<file path="src/rtl/icache.sv">
// icache: direct-mapped, read-only instruction cache. Each frame holds one word.
// A hit is returned in the same cycle. A miss fetches the word from memory, and
// the word is forwarded to the datapath in the cycle the fill completes.
// Optional build macro ICACHE_STATS_EN adds the hit_count and miss_count outputs.
module icache #(
    parameter int SETS = 16
) (
    input  logic        CLK,
    input  logic        nRST,
    input  logic        imemREN,
    input  logic [31:0] imemaddr,
    output logic        ihit,
    output logic [31:0] imemload,
    input  logic        inval,
    output logic        ramREN,
    output logic [31:0] ramaddr,
    input  logic [31:0] ramload,
    input  logic        iwait
`ifdef ICACHE_STATS_EN
    ,
    output logic [31:0] hit_count,
    output logic [31:0] miss_count
`endif
);

    localparam int IDXW = $clog2(SETS);
    localparam int TAGW = 30 - IDXW;

    typedef enum logic {
        IDLE  = 1'b0,
        FETCH = 1'b1
    } state_t;

    state_t              r_state;
    state_t              w_next_state;
    logic [SETS-1:0]     r_valid;
    logic [TAGW-1:0]     r_tag  [SETS];
    logic [31:0]         r_data [SETS];
    logic [31:0]         r_faddr;

    logic [IDXW-1:0]     w_idx;
    logic [TAGW-1:0]     w_tag;
    logic [IDXW-1:0]     w_fidx;
    logic [TAGW-1:0]     w_ftag;
    logic                w_lookup_hit;
    logic                w_fill;
    logic                w_fwd_hit;
    logic                w_miss;

    assign w_idx  = imemaddr[IDXW+1:2];
    assign w_tag  = imemaddr[31:IDXW+2];
    assign w_fidx = r_faddr[IDXW+1:2];
    assign w_ftag = r_faddr[31:IDXW+2];

    // Frame lookup and fill/forward qualifiers derived from the current state
    always_comb begin
        w_lookup_hit = 1'b0;
        w_fill       = 1'b0;
        w_fwd_hit    = 1'b0;
        w_miss       = 1'b0;
        if (r_state == IDLE) begin
            w_lookup_hit = imemREN && r_valid[w_idx] && (r_tag[w_idx] == w_tag);
            w_miss       = imemREN && !w_lookup_hit;
        end else begin
            w_fill    = !iwait;
            w_fwd_hit = !iwait && imemREN && (imemaddr[31:2] == r_faddr[31:2]);
        end
    end

    // Next state and datapath/memory-side outputs
    always_comb begin
        w_next_state = r_state;
        ihit         = 1'b0;
        imemload     = 32'h0;
        ramREN       = 1'b0;
        ramaddr      = 32'h0;
        case (r_state)
            IDLE: begin
                if (w_lookup_hit) begin
                    ihit     = 1'b1;
                    imemload = r_data[w_idx];
                end
                if (w_miss) w_next_state = FETCH;
            end
            FETCH: begin
                ramREN  = 1'b1;
                ramaddr = r_faddr & 32'hFFFF_FFFC;
                if (w_fwd_hit) begin
                    ihit     = 1'b1;
                    imemload = ramload;
                end
                if (w_fill) w_next_state = IDLE;
            end
            default: w_next_state = IDLE;
        endcase
    end

    // State register, fetch address latch and valid bits (reset abandons a fill)
    always_ff @(posedge CLK or negedge nRST) begin
        if (!nRST) begin
            r_state <= IDLE;
            r_faddr <= 32'h0;
            r_valid <= '0;
        end else begin
            r_state <= w_next_state;
            if (w_miss) r_faddr <= imemaddr;
            if (inval) r_valid <= '0;
            else if (w_fill) r_valid[w_fidx] <= 1'b1;
        end
    end

    // Tag and data arrays; refill overwrites unconditionally
    always_ff @(posedge CLK) begin
        if (w_fill) begin
            r_tag[w_fidx]  <= w_ftag;
            r_data[w_fidx] <= ramload;
        end
    end

`ifdef ICACHE_STATS_EN
    // Hit and miss counters, wrapping, untouched by invalidate
    always_ff @(posedge CLK or negedge nRST) begin
        if (!nRST) begin
            hit_count  <= 32'h0;
            miss_count <= 32'h0;
        end else begin
            if (ihit) hit_count <= hit_count + 32'd1;
            if (w_miss) miss_count <= miss_count + 32'd1;
        end
    end
`endif

endmodule

</file>
<file path="config.mk">
export PLATFORM = sky130hd
export DESIGN_NAME = icache
export DESIGN_NICKNAME = d
export VERILOG_FILES = /design/src/rtl/icache.sv
export SDC_FILE = /design/constraint.sdc
export NUM_CORES = 1
export LEC_CHECK = 0
export BUFFER_PORTS_ARGS = -buffer_cell sky130_fd_sc_hd__buf_2
export CAP_MARGIN = 20
export CORE_ASPECT_RATIO = 0.5
export CORE_MARGIN = 3
export CORE_UTILIZATION = 30
export DETAILED_ROUTE_END_ITERATION = 8
export PLACE_DENSITY = 0.52
export SLEW_MARGIN = 20
export SYNTH_ARGS = -nofsm -noshare
export SYNTH_HDL_FRONTEND = slang
export SYNTH_SLANG_ARGS = --single-unit
</file>
<file path="constraint.sdc">
create_clock -name CLK -period 12.5 [get_ports CLK]
set_input_delay 1.875 -clock CLK [delete_from_list [all_inputs] [get_ports CLK]]
set_output_delay 1.875 -clock CLK [all_outputs]
set_load 0.02 [all_outputs]
</file>
**Yosys cells after proc, flatten, opt, wreduce, memory -nomap -nowiden**

Memories as Yosys holds them, arrays and structs flattened.
Cells that the tools add are included.
Widths: inputs -> output; s select.

- Word-level logic and storage cells: 44
- Bits in writable memories: 928
- Input port bits: 69
- Output and inout bits: 66
- Memories kept: 2
- Bits in registers: 49

- Mux-type cells: 23
- Magnitude comparators: 3
- Reduce and logical (&&, ||, !) cells: 9
- Equality and inequality tests: 2
- Bitwise logic cells: 2

Memories:

| name | words | bits a word | rd ports | clocked after memory_dff | wr ports | line | RTL |
|---|---|---|---|---|---|---|---|
| r_data | 16 | 32 | 1 | 0 | 1 | 38 | `logic [31:0] r_data [SETS];` |
| r_tag | 16 | 26 | 1 | 0 | 1 | 37 | `logic [TAGW-1:0] r_tag [SETS];` |

Operator list:

| kind | count |
|---|---|
| $mux 32 | 3 |
| $pmux 32 s2 | 1 |
| $mux 16 | 2 |
| $eq 30x30->1 | 1 |
| $eq 26x26->1 | 1 |
| $or 16x16->16 | 1 |
| $mux 1 | 13 |
| $lt 4x5->1 const B | 2 |
| $logic_and 1x1->1 | 6 |
| $bmux 1 s4 | 1 |
| $demux 1 s4 | 1 |
| $ge 4x1->1 const B | 1 |
| $pmux 1 s2 | 2 |
| $logic_not 1->1 | 2 |
| $reduce_bool 2->1 | 1 |
| $not 1->1 | 1 |

**Depth between registers and ports, before layout**

Gate-level depths: netlist of run 1.

- Word-level depth: 9
- Mapped depth: 14
- Mapped depth without buffers: 9

**Worst setup path before layout of run 1**

No wires, ideal clock.

- Path type: input port to flip-flop
- From: in iwait
- To: mem r_data[0][0] (enable)
- Required time: 11952 ps
- Data arrival time: 6403 ps
- Slack: 5550 ps
- Path buffers: 0
- Library setup time: 548 ps
- Stages on the path: 3
- Path through: nand2b_1 > or3_1 > nor3_1

- Word-level cells in the longest chain between the ends: 4

RTL lines:

| item | line | RTL |
|---|---|---|
| start: declaration | 18 | `input logic iwait` |
| $logic_not 1->1 | 65 | `w_fill = !iwait;` |
| $mux 1 | 61 | `if (r_state == IDLE) begin` |
| $mux 1 | 114 | `if (w_fill) begin` |
| $mux 1 (implied by the code) | 116 | `r_data[w_fidx] <= ramload;` |
| end: declaration | 38 |  |

No other way between the ends.

**Worst setup path in the final report of run 1**

- From: in imemaddr[3]
- To: out imemload[13]

- Word-level cells in the longest chain between the ends: 7
- Elaborated cells between the ends (all ways): 14
- Those cells by class: eq/ne (2); mux (7); reduce/logical (3); memory (2)

RTL lines:

| item | line | RTL |
|---|---|---|
| start: declaration | 11 | `input logic [31:0] imemaddr,` |
| parallel branches: the longest is 6 deep, another holds $mem_v2 16x26 | - |  |
| $pmux 32 s2 (*) | 77 | `case (r_state)` |
| end: declaration | 13 | `output logic [31:0] imemload,` |

Every way passes the cells marked *. The select of a mux whose other input is x is not followed.

==> metrics.md, run 1 <==
| Metric | Value |
|---|---|
| Total grt overflow | `0` |
| All-layer global routing usage | `roughly 14%` |
| Total Wirelength | `~95 mm` |
| M1 GR Usage | `about a fifth` |
| Largest net degree at the start of global routing | `80` |
| Unique masters post-synth | `50` |
| Crit path from | `imemaddr[3]` |
| Clk root buf | `clkbuf_16` |
| Core area | `127,000 µm²` |
| Via density | `about 4.8` |
| Post-layout min period | `approximately 8 ns` |
| Flop2flop setup slack | `approximately 9.1 ns` |
| Buffers on Ports | `130` |
| Slew margin rel. | `24.3%` |
| Top_reg_cell synth | `edfxtp_1` |
| Worst setup EP type | `output pin` |
| Worst r2r src | `r_tag[6][19]` |
| Fin crit share | `65.1%` |
| Ranking of synthesized cells by area | `edfxtp_1 72%, mux4_2 13%, dfrtp_1 3.1%` |
| Worst skew pair latency | `between 0.6 and 0.7 ns` |
| R2R Path End | `r_faddr[31]` |
| Wire per inst | `about 25 µm` |
| Global-route wire length before repair | `138 mm` |
| Power, Total | `0.00716 W` |
| CP Class | `in2out` |
| Clock slew at reported path FFs | `0.06 ns` |
| Register area share after synthesis | `between 70% and 80%` |
| DIE WIDTH | `between 500 and 600 µm` |
| Clock Tree Buf Depth | `3` |
| Vias in the first global route | `between 15,000 and 20,000` |
| XOR/XNOR share of the synthesized area | `under 10%` |
| Most numerous cell in the Yosys netlist | `edfxtp_1` |
| Async set or reset register ratio after synthesis | `roughly 4.8%` |
| Layout cells sized above 1 | `~29%` |
| R2R depth | `10` |
| Sink Count | `between 900 and 1,000` |
| Initial Util | `between 30% and 40%` |
| Post-Syn Instances | `approximately 1,800` |
| Final worst slack | `between 4 and 5 ns` |
| Max rail drop VDD | `approximately 0.10 mV` |
| HP Class | `reg2reg` |
| Final GP Congestion | `approximately 0.71` |
| Final Util | `35.0%` |
| Cell accounting for the most synthesized area | `edfxtp_1` |
| Rows | `between 90 and 100` |
| Pwr Density | `162 nW/µm²` |
| Nature of the critical path startpoint | `input port` |
| Dpl hpwl | `50.7 mm` |
| GRT busiest layer | `met2` |
| Inst Count DP | `3,613` |
| Area fraction in compound gates after synthesis | `under 10%` |
| Setup crit end | `imemload[13]` |
| Status | `finished, final reports clean` |
| Simple-Gate Fraction of Synth Area | `under 10%` |
| Max cap viols | `0` |
| Post-DRT Antenna Nets | `0` |
| CTS hold repair buffers | `0` |
| Setup TNS | `0 ns` |
| CTS tree | `yes` |
| Setup violators final | `0` |
| Post-layout nets | `approximately 2,100` |
| Max Freq | `123 MHz` |
| Syn_area_per_cell | `around 21 µm²` |
| Die area | `roughly 130,000 µm²` |
| M3 GR Usage | `under 10%` |
| Synth top cells by count | `928 x edfxtp_1, 230 x mux4_2, 71 x mux2i_1` |
| Chip height | `approximately 260 µm` |
| Layout Cells excl Fill | `3,791` |
| Multiplexer share of the synthesized area | `between 10% and 20%` |
| Max Slew Vio Count | `0` |
| Top-Level Pins | `around 140` |
| Worst-path fanout max | `79` |
| Leakage power | `around 14 nW` |
| Clock buffers created by TritonCTS | `95` |
| Final hold vios | `0` |
| Post-cts sizing count | `0` |
| GRT met2 Usage | `a little under a quarter` |
| Worst slew pin tran | `between 1 and 1.5 ns` |
| Drt drc | `0` |
| First-pass DRT Iterations | `5` |
| Post-CTS setup buffers | `0` |
| Initial antenna violation count | `15` |
| Htree depth | `3` |
| Initial detailed-routing violation count | `1,627` |
| Synth Cell Area | `between 30,000 and 40,000 µm²` |
| Setup WS pre-CTS | `4.23 ns` |
| Clock skew | `0.0248 ns` |
| Main combinational cell family by area after synthesis | `multiplexers` |
| Required @ worst endpoint | `10.62 ns` |
| Synthesized-area fraction occupied by adder cells | `0%` |
| Post-synth EDFFs | `roughly 930` |
| Register bit count reported by yosys | `about 980` |
| Total number of vias | `roughly 18,000` |
| Ys Warns | `0` |
| Fillcell total | `between 10,000 and 15,000` |
| RSZ-0062 raised after global routing | `no` |
| Yosys top cell area share | `~72%` |
| CP arrival | `between 6 and 7 ns` |
| Synth-to-Final Area Change | `15.0%` |
## placed cells by master (no fill, tap or decap), types with 29 or more instances in the layout
master	n
and2_1	30
inv_1	36
buf_2	127
nor2_1	34
xor2_1	35
mux4_2	230
mux2_1	29
dfrtp_1	47
edfxtp_1	928
o21ai_1	31
nand2_1	64
buf_4	46
clkbuf_16	98
mux2_2	32
mux2i_1	71
xnor2_1	36
## state kept, by name, summed over array words and instances (netlist names)
signal   count
r_faddr     30
r_valid     16
r_state      1
r_data     512
r_tag      416
## metal layers
layer / vias to the layer above / routed length [µm]
li1: 7881 / -
met1: 9851 / 42300
met2: 392 / 46200
met3: 134 / 4430
met4: 8 / 2220
met5: - / 57
## kinds of logic (layout without fill, tap and decap cells)
family,count (synthesis),count (layout)
buffers and inverters,133,387
multiplexers,362,362
AO/OA/AOI/OAI,105,105
flip-flops,975,975
XOR/XNOR,71,71
AND/OR/NAND/NOR,190,190
other,1,9
## cell type report
cell class | instances | area, µm² | area share, %
flip-flops and latches | 975 | 29000 | 65.6
multi-input cells | 730 | 8920 | 20.1
clock buffers | 123 | 2590 | 5.84
well taps | 1692 | 2120 | 4.78
repair buffers | 178 | 1060 | 2.40
clock inverters | 48 | 397 | 0.896
inverters | 38 | 144 | 0.325
diodes | 7 | 17.5 | 0.0396
## worst max-delay path: stages
cell      delay (ns)
buf_6           0.49
buf_12          0.56
nand2b_1        0.55
o22ai_1         0.13
a221oi_1        0.31
xnor2_1         0.17
nand3_1         0.11
o32a_1          0.42
nor4_2          0.32
nand4_1         0.13
buf_4           0.31
o21ai_1         0.44
buf_2           0.25
## worst min path at each step
stage / startpoint / end / slack [ns] / depth (start not counted)
after detailed placement: r_valid[8] / r_valid[8] / 0.48 / 2
final: r_valid[8] / r_valid[8] / 0.49 / 2
after floorplan: r_valid[9] / r_valid[9] / 0.46 / 2
after CTS: r_valid[8] / r_valid[8] / 0.50 / 2
after global placement: r_valid[9] / r_valid[9] / 0.47 / 2
after global routing: r_valid[8] / r_valid[8] / 0.51 / 2
## per-stage QoR
| step | instance area, µm² | hold WS (ns) |
|---|---|---|
| after global routing | 44300 | 0.510 |
| after global placement | 41300 | 0.472 |
| after detailed placement | 41300 | 0.482 |
| after CTS | 44300 | 0.495 |
| final | 44300 | 0.494 |
| after floorplan | 38500 | 0.458 |
## where the power goes
group | switching (W) | internal (W)
clock | 0.00119 | 0.00158
sequential | 0.000116 | 0.00375
combinational | 0.000323 | 0.000194
Note: power is estimated with default switching activity, not from simulation.
==> run 2, diff against run 1 <==
--- a/config.mk
+++ b/config.mk
@@ -11,7 +11,7 @@
 export CORE_MARGIN = 3
 export CORE_UTILIZATION = 30
 export DETAILED_ROUTE_END_ITERATION = 8
-export PLACE_DENSITY = 0.52
+export PLACE_DENSITY = 0.53
 export SLEW_MARGIN = 20
 export SYNTH_ARGS = -nofsm -noshare
 export SYNTH_HDL_FRONTEND = slang
==> constraint.sdc (replaced) <==
create_clock -name CLK -period 6.7 [get_ports CLK]
set_input_delay 1.005 -clock CLK [delete_from_list [all_inputs] [get_ports CLK]]
set_output_delay 1.005 -clock CLK [all_outputs]
set_load 0.02 [all_outputs]
==> run 2 against run 1 <==
Largest power group unchanged. Core utilization rose by 0.069 points. Critical endpoint unchanged. Hold slack got worse by 0.0016 ns. Non-clock buffer count up 15. Clock skew rose by 0.0059 ns. Highest routed layer unchanged.
==> metrics.md, run 2 (synthesized netlist as in run 1, its figures left out) <==
| Metric | Value |
|---|---|
| CP arrival | `5.11 ns (-1.15 ns)` |
| Commonest non-fill, non-tap cell in the layout | `edfxtp_1` |
| Max cap viols | `0 (unchanged)` |
| Reg area | `29,000 µm² (unchanged)` |
| DIE WIDTH | `513 µm (unchanged)` |
| Dpl hpwl | `52.5 mm (+3.5%)` |
| Wire per inst | `25.6 µm (+1.9%)` |
| Commonest non-fill, non-tap cells in the layout | `928 x edfxtp_1, 230 x mux4_2, 127 x buf_2` |
| Total Wirelength | `97.2 mm (+2.1%)` |
| Worst r2r src | `r_tag[4][22]` |
| Fin crit share | `roughly 91%` |
| Layout cells sized above 1 | `28.6% (about the same)` |
| Initial antenna violation count | `14 (-1)` |
| Power, Total | `0.0132 W (+85%)` |
| CTS tree | `yes` |
| Die area | `133,000 µm² (unchanged)` |
| Top-Level Pins | `135 (unchanged)` |
| Cell-by-cell trace of the critical path | `buf_6 -> buf_4 -> mux4_2 -> nand2_1 -> a31oi_1 -> xor2_1 -> nor4_1 -> nand4_1 -> buf_4 -> o21ai_1 -> buf_2` |
| Core area | `127,000 µm² (unchanged)` |
| Pwr Density | `298 nW/µm² (+85%)` |
| Htree depth | `3 (unchanged)` |
| Clock buffers created by TritonCTS | `95 (unchanged)` |
| All-layer global routing usage | `14.5% (+0.24 points)` |
| Fillcell total | `11,774 (+0.017%)` |
| Post-layout min period | `6.12 ns` |
| Vias in the first global route | `19,595 (+1.9%)` |
| First-pass DRT Iterations | `5 (unchanged)` |
| Clk root buf | `clkbuf_16` |
| Slew margin rel. | `25.9% (+1.6 points)` |
| Total grt overflow | `0 (unchanged)` |
| Drt drc | `0 (unchanged)` |
| Nature of the critical path startpoint | `input port` |
| Final Cell Area | `44,400 µm² (+0.20%)` |
| Leakage power | `14.3 nW (+0.23%)` |
| Rows | `92 (unchanged)` |
| Post-layout nets | `2,102 (+0.72%)` |
| Post-CTS setup buffers | `0 (unchanged)` |
| Via density | `4.86 (+0.80%)` |
| Post-cts sizing count | `0 (unchanged)` |
| Biggest regs | `r_data (512), r_tag (416), r_faddr (30)` |
| Buffers on Ports | `130 (unchanged)` |
| Initial detailed-routing violation count | `1,454 (-11%)` |
| Synth-to-Final Area Change | `15.3%` |
| Max Freq | `163 MHz` |
| Sink Count | `975 (unchanged)` |
| R2R depth | `9 (-1)` |
| Buffers & Inverters on Critical Path | `4 (unchanged)` |
| Worst setup EP type | `output pin` |
| Final hold vios | `0 (unchanged)` |
| Required @ worst endpoint | `5.69 ns (-4.93 ns)` |
| Largest net degree at the start of global routing | `89 (+11%)` |
| CTS hold repair buffers | `0 (unchanged)` |
| Global-route wire length before repair | `141 mm (+1.9%)` |
| Flop2flop setup slack | `3.11 ns (-5.97 ns)` |
| Total number of vias | `18,451 (+1.0%)` |
| HP Class | `in2async` |
| Crit path top cell by count | `buf_4` |
| Worst skew pair latency | `0.65 ns (about the same)` |
| Post-DP Area | `41,500 µm² (+0.48%)` |
| Final Util | `35.0% (+0.069 points)` |
| Setup TNS | `0 ns (unchanged)` |
| CP max-delay cell | `buf_6` |
| Area of the multi-input gates | `8920 µm² (unchanged)` |
| Clock slew at reported path FFs | `0.06 ns (about the same)` |
| Initial Util | `30.4% (unchanged)` |
| Clock skew | `0.0306 ns (+0.00589 ns)` |
| Hold WS | `0.492 ns (-0.00158 ns)` |
| Post-DRT Antenna Nets | `0 (unchanged)` |
| Max incr delay on CP | `0.64 ns (+0.08 ns)` |
| Chip height | `259 µm (unchanged)` |
| Final GP Congestion | `0.737 (+3.6%)` |
| Worst-path fanout max | `67 (-15%)` |
| R2R Path End | `r_faddr[18]` |
| RSZ-0062 raised after global routing | `no` |
| Max Slew Vio Count | `0 (unchanged)` |
| Top Family by Delay on Critical Path | `buffers and inverters` |
| Clock Tree Buf Depth | `3 (unchanged)` |
| Setup violators final | `0 (unchanged)` |
| Status | `finished, final reports clean` |
| CP Class | `in2out` |
| Biggest register | `r_data` |
| Max rail drop VDD | `0.224 mV (+110%)` |
| Max reg flops | `512 (unchanged)` |
| Worst slew pin tran | `1.11 ns (-0.0243 ns)` |
[run 2: layout make-up]
cell class,count,share of cell area [%]
multi-input combinational,730,20.1
sequential,975,65.4
antenna,3,0.0169
tap,1692,4.77
clock buffer,134,5.88
clock inverter,34,0.570
inverter,38,0.324
timing repair buffer,193,2.89
[run 2: report_power, final]
| group | internal, W | switching, W |
|---|---|---|
| registers | 0.00700 | 0.000233 |
| logic | 0.000369 | 0.000599 |
| clock network | 0.00282 | 0.00221 |
[run 2: how the worst max path moves through the flow]
stage,depth (start not counted),startpoint,slack [ns],endpoint
floorplan,3,iwait,0.62,r_data[0][0]
global placement,11,imemaddr[3],0.60,imemload[12]
detailed placement,11,imemaddr[3],0.62,imemload[12]
CTS,11,imemaddr[3],0.60,imemload[12]
global route,11,imemaddr[3],0.32,imemload[12]
finish,11,imemaddr[3],0.58,imemload[13]
[run 2: metrics by stage]
step           setup WS (ns)  std cells
2_1_floorplan          0.620       1838
3_3_place_gp           0.602       3626
3_5_place_dp           0.620       3627
4_1_cts                0.603       3795
5_1_grt                0.322       3796
6_report               0.584       3799
[run 2: layer usage]
layer	part of all wire (%)	track usage, %	up-vias
li1	-	-	7892
met1	44	19.7	9992
met2	49	24.4	430
met3	4.5	2.16	131
met4	2.1	3.65	6
met5	0.024	0	-
[run 2: worst reg2reg max path: cells and delay by family, from the launching register on]
kind                      cells  cell delay (ns)
AOI/OAI and AO/OA             3             0.95
xor gates and xnor gates      1             0.27
buffers and inverters         1             0.33
DFF                           1             0.37
muxes                         2             0.80
and+or+nand+nor               2             0.74
